**src/rtl/fifo_ff_sync_p.sv**
```systemverilog
// Parametrised flip-flop synchronous FIFO: any DEPTH >= 2, FWFT or registered read,
// almost-empty/full levels, sticky error flags, flush. Optional stats: FIFO_FF_SYNC_P_STATS_EN.
module fifo_ff_sync_p #(
    parameter int WIDTH   = 32,
    parameter int DEPTH   = 16,
    parameter int REG_OUT = 0,
    parameter int AE_LVL  = 2,
    parameter int AF_LVL  = 14,
    parameter int OCW     = $clog2(DEPTH + 1)
) (
    input  logic             clk,
    input  logic             rst,
    input  logic             clr,
    input  logic [WIDTH-1:0] wr_data,
    input  logic             wr_en,
    input  logic             rd_en,
    output logic [WIDTH-1:0] rd_data,
    output logic             rd_valid,
    output logic             empty,
    output logic             full,
    output logic             almost_empty,
    output logic             almost_full,
    output logic [OCW-1:0]   occup,
    output logic             overflow,
    output logic             underflow
`ifdef FIFO_FF_SYNC_P_STATS_EN
    ,
    output logic [OCW-1:0]   max_occup
`endif
);

    localparam int PW = $clog2(DEPTH);

    logic [WIDTH-1:0] mem [DEPTH];

    logic [PW-1:0]  wr_ptr_q, wr_ptr_d;
    logic [PW-1:0]  rd_ptr_q, rd_ptr_d;
    logic [OCW-1:0] occup_q, occup_d;
    logic           empty_q, empty_d;
    logic           full_q, full_d;
    logic           ae_q, ae_d;
    logic           af_q, af_d;
    logic           overflow_q, overflow_d;
    logic           underflow_q, underflow_d;
    logic           wr_acc;
    logic           rd_acc;

    // Accepts use registered flags only; a flush suppresses both sides and the error flags.
    always_comb begin
        wr_acc      = wr_en & ~full_q & ~clr;
        rd_acc      = rd_en & ~empty_q & ~clr;
        wr_ptr_d    = wr_ptr_q;
        rd_ptr_d    = rd_ptr_q;
        occup_d     = occup_q;
        overflow_d  = overflow_q | (wr_en & full_q);
        underflow_d = underflow_q | (rd_en & empty_q);
        if (wr_acc) begin
            wr_ptr_d = (wr_ptr_q == PW'(DEPTH - 1)) ? '0 : wr_ptr_q + 1'b1;
        end
        if (rd_acc) begin
            rd_ptr_d = (rd_ptr_q == PW'(DEPTH - 1)) ? '0 : rd_ptr_q + 1'b1;
        end
        if (wr_acc && !rd_acc) begin
            occup_d = occup_q + 1'b1;
        end else if (rd_acc && !wr_acc) begin
            occup_d = occup_q - 1'b1;
        end
        if (clr) begin
            wr_ptr_d    = '0;
            rd_ptr_d    = '0;
            occup_d     = '0;
            overflow_d  = 1'b0;
            underflow_d = 1'b0;
        end
        empty_d = (occup_d == '0);
        full_d  = (occup_d == OCW'(DEPTH));
        ae_d    = (occup_d <= OCW'(AE_LVL));
        af_d    = (occup_d >= OCW'(AF_LVL));
    end

    always_ff @(posedge clk or negedge rst) begin
        if (!rst) begin
            wr_ptr_q    <= '0;
            rd_ptr_q    <= '0;
            occup_q     <= '0;
            empty_q     <= 1'b1;
            full_q      <= 1'b0;
            ae_q        <= 1'b1;
            af_q        <= 1'b0;
            overflow_q  <= 1'b0;
            underflow_q <= 1'b0;
        end else begin
            wr_ptr_q    <= wr_ptr_d;
            rd_ptr_q    <= rd_ptr_d;
            occup_q     <= occup_d;
            empty_q     <= empty_d;
            full_q      <= full_d;
            ae_q        <= ae_d;
            af_q        <= af_d;
            overflow_q  <= overflow_d;
            underflow_q <= underflow_d;
        end
    end

    // Storage carries no reset so it can stay a plain register file.
    always_ff @(posedge clk) begin
        if (wr_acc) begin
            mem[wr_ptr_q] <= wr_data;
        end
    end

    generate
        if (REG_OUT != 0) begin : gen_reg_out
            logic [WIDTH-1:0] rd_data_q, rd_data_d;
            logic             rd_valid_q, rd_valid_d;

            always_comb begin
                rd_data_d  = rd_acc ? mem[rd_ptr_q] : rd_data_q;
                rd_valid_d = rd_acc;
            end

            always_ff @(posedge clk or negedge rst) begin
                if (!rst) begin
                    rd_data_q  <= '0;
                    rd_valid_q <= 1'b0;
                end else begin
                    rd_data_q  <= rd_data_d;
                    rd_valid_q <= rd_valid_d;
                end
            end

            assign rd_data  = rd_data_q;
            assign rd_valid = rd_valid_q;
        end else begin : gen_fwft
            assign rd_data  = empty_q ? '0 : mem[rd_ptr_q];
            assign rd_valid = ~empty_q;
        end
    endgenerate

`ifdef FIFO_FF_SYNC_P_STATS_EN
    logic [OCW-1:0] max_occup_q, max_occup_d;

    always_comb begin
        max_occup_d = (occup_d > max_occup_q) ? occup_d : max_occup_q;
        if (clr) begin
            max_occup_d = '0;
        end
    end

    always_ff @(posedge clk or negedge rst) begin
        if (!rst) begin
            max_occup_q <= '0;
        end else begin
            max_occup_q <= max_occup_d;
        end
    end

    assign max_occup = max_occup_q;
`endif

    assign occup        = occup_q;
    assign empty        = empty_q;
    assign full         = full_q;
    assign almost_empty = ae_q;
    assign almost_full  = af_q;
    assign overflow     = overflow_q;
    assign underflow    = underflow_q;

endmodule
```
**config.mk**
```make
export PLATFORM = sky130hd
export DESIGN_NAME = fifo_ff_sync_p
export DESIGN_NICKNAME = d
export VERILOG_FILES = /design/src/rtl/fifo_ff_sync_p.sv
export SDC_FILE = /design/constraint.sdc
export NUM_CORES = 1
export LEC_CHECK = 0
export CAP_MARGIN = 10
export CORE_ASPECT_RATIO = 0.5
export CORE_UTILIZATION = 33
export CTS_BUF_LIST = sky130_fd_sc_hd__clkbuf_16
export CTS_CLUSTER_DIAMETER = 120
export DETAILED_ROUTE_END_ITERATION = 8
export GPL_ROUTABILITY_DRIVEN = 0
export PLACE_DENSITY_LB_ADDON = 0.15
export SLEW_MARGIN = 20
export SYNTH_ARGS = -nofsm -noshare
export SYNTH_HDL_FRONTEND = slang
export SYNTH_SLANG_ARGS = --single-unit
```
**constraint.sdc**
```tcl
create_clock -name clk -period 2.7 [get_ports clk]
set_input_delay 0.81 -clock clk [delete_from_list [all_inputs] [get_ports clk]]
set_output_delay 0.81 -clock clk [all_outputs]
set_load 0.05 [all_outputs]
```
==> impl_metrics.yaml <==
run_status:
  status: "finished with violations"
  violations: "setup timing"
clock_tree:
  cts_max_level: 2
  clk_pin_slew_ns: 0.06
  cts_tree: "yes"
  clockBufferDepth: 3
  cts_sinks: 531
  cts_inserted_buffers: 50
  clk_latency_ns: 0.57
  cts_root_buf: "clkbuf_16"
worst_setup_path:
  arrival_ns: 2.49
  critPathKind: "reg2out"
  crit_chain: "buf_12 > clkbuf_16 > buf_6 > mux4_2 > mux2i_1 > o22ai_1 > buf_4"
  critPathTopFamily: "buffers and inverters"
  cp_max_fo: 5
  startpoint_type: "flop"
  required_ns: 1.89
  endpoint_kind: "primary output"
  slowest_delay_ns: 0.51
  cp_slowest_cell: "dfrtp_4"
  cp_num_buf_inv: 4
detailed_routing:
  routedWlPerCell_um: 24.6
  ant_nets: 0
  drtPass1Iterations: 4
  num_vias: 9839
  drt_iter0_markers: 782
  viasPerCell: 5.00
  drc: 0
  wl_mm: 48.3
placed_design:
  place_hpwl_mm: 28.4
  placed_cell_area_um2: 23400
  io_buffers: 80
yosys:
  synth_area_leader_cell: "edfxtp_1"
  synth_area_per_cell_um2: 22.3
  synthArstFlopShare_pct: 3.58
  synth_edf_count: 512
  yosysSeqAreaShare_pct: 77.1
  ys_seq_elements: 531
  synthTopCellsByArea: "edfxtp_1 75%, mux4_2 14%, mux2i_1 3.2%, dfrtp_1 2.1%, o22ai_1 0.97%"
  yosysWarnings: 0
  synth_top_area_share_pct: 74.8
  synth_nets: 966
  synth.most_common_cell: "edfxtp_1"
  syn-instance-count: 922
  netlist_top_cells_count: "512 x edfxtp_1, 128 x mux4_2, 65 x mux2i_1"
  yosys_most_used_dff: "edfxtp_1"
  syn-cell-area_um2: 20600
  synth_cell_types: 47
power:
  power_mw: 19.6
  p_sw_mw: 5.17
  power.internal_mw: 14.4
  leakagePower_nw: 7.89
  power.share.sequential_pct: 47.2
  power_density_nw_per_um2: 777
  switching_share_pct: 26.4
  combPwrFrac_pct: 19.0
  p_clk_share_pct: 33.8
  vdd_drop_max_uv: 483
cells_and_area:
  stdcell_area_um2: 25200
  drive_gt1_share_pct: 32.9
  syn2layout_area_growth_pct: 22.4
  fin_util_pct: 41.0
  nets: 1150
  n_antenna_cell: 0
min_path:
  hp-class: "reg2reg"
floorplanning:
  floorplan.initialDensity_pct: 33.5
  core_area_um2: 61300
  die_w_um: 355
  die_h_um: 179
  die_area_um2: 63400
  ios: 81
  row_count: 64
sta:
  fin_ws_ns: -0.600
  max_freq_ghz: 0.303
  fin_crit_ns: 3.30
  hold_violations: 0
  slew_headroom_pct: 60.2
  finClkSkew_ns: 0.00912
  rsz0062_at_grt: "yes"
  setup_viol: 32
  tightestPinTransition_ns: 0.596
  drv_slew: 0
  post-route-period-util_pct: 122
  holdWs_ns: 0.515
global_route:
  overflow: 0
  grt_pass1_vias: 10400
  grt_max_degree: 50
  grt_antenna_before_repair: 0
  grt_pass1_wl_mm: 69.9
  gr-usage-all-layers_pct: 15.3
job:
  max_cap_viol_count: 0
[worst paths after layout]
check,cells after the start,end,slack (ns),start
setup / recovery,7,rd_data[28],-0.60,rd_ptr_q[0]
hold / removal,2,overflow,0.52,overflow
setup reg to reg,7,mem[1][3],0.65,full
hold reg to reg,2,overflow,0.52,overflow
max in group asynchronous,2,empty,1.86,rst
min in group asynchronous,2,overflow,0.58,rst
[worst min-delay path, stage by stage (launching register included)]
cell	delay, ns
dfrtp_1	0.36
a21oi_1	0.05
nor2_1	0.07
[power by group through the flow]
stage | Combinational (mW) | Sequential (mW) | Clock [mW]
2_1_floorplan | 2.15 | 9.55 | 0
3_3_place_gp | 3.58 | 9.41 | 0
3_5_place_dp | 3.59 | 9.42 | 0
4_1_cts | 3.63 | 9.25 | 6.80
5_1_grt | 3.94 | 9.26 | 7.10
6_report | 3.72 | 9.25 | 6.61
[routing by layer]
metal | share of wire [%] | wire, µm | vias to the layer above | track usage (%)
met1 | 48 | 23000 | 5354 | 22.1
li1 | - | - | 4266 | -
met2 | 48 | 23100 | 170 | 24.6
met3 | 3.5 | 1680 | 49 | 2.45
met4 | 1.2 | 565 | 0 | 2.64
met5 | 0 | 0 | - | 0
[state kept, by name, indices dropped and copies added, names as in the netlist, 4 cells and up]
name	flops
mem	512
occup	5
rd_ptr_q	4
wr_ptr_q	4
[what timing repair did]
action | in CTS | in global routing
setup endpoints to repair | 38 | 32
gates resized for setup | 14 | 23
setup buffers | 6 | 3
pin swaps | 0 | 5
endpoints found under the hold margin | 0 | 0
hold buffers | 0 | 0
cloned | 0 | 3
[layout make-up]
cell class              instances  area (µm²)
well taps                     825        1030
flip-flops and latches        531       15900
clock buffers                  51        1280
fillers                      5412       36200
clock inverters                37         240
repair buffers                183        2170
inverters                       7        26.3
multi-input cells             333        4570
[through the flow]
step / instances / setup TNS, ns / setup slack [ns]
after floorplan: 922 / -3.66 / -0.171
after global placement: 1867 / -24.10 / -0.133
after detailed placement: 1867 / -37.95 / -0.201
after CTS: 1961 / -19.33 / -0.658
after global routing: 1967 / -20.20 / -0.702
final: 1967 / -17.51 / -0.600
[layout by cell type, fill, tap and decap left out, types with 13 or more instances in the layout]
| master | Yosys | routed |
|---|---|---|
| mux4_2 | 128 | 128 |
| inv_1 | 7 | 20 |
| clkbuf_16 | 0 | 53 |
| buf_4 | 10 | 71 |
| dfrtp_1 | 17 | 14 |
| buf_6 | 1 | 14 |
| clkdlybuf4s50_1 | 0 | 42 |
| nor2_1 | 14 | 13 |
| o22ai_1 | 32 | 20 |
| mux2i_1 | 65 | 58 |
| edfxtp_1 | 512 | 512 |
| buf_12 | 0 | 44 |
[cells by family after synthesis]
family | share of synthesized area [%]
buffers and inverters | 1.36
muxes | 17.2
DFF | 77.1
and+or+nand+nor | 1.95
AOI/OAI and AO/OA | 1.81
xor gates and xnor gates | 0.170
adders and majority gates | 0.426
(Power assumes the default switching activity.)
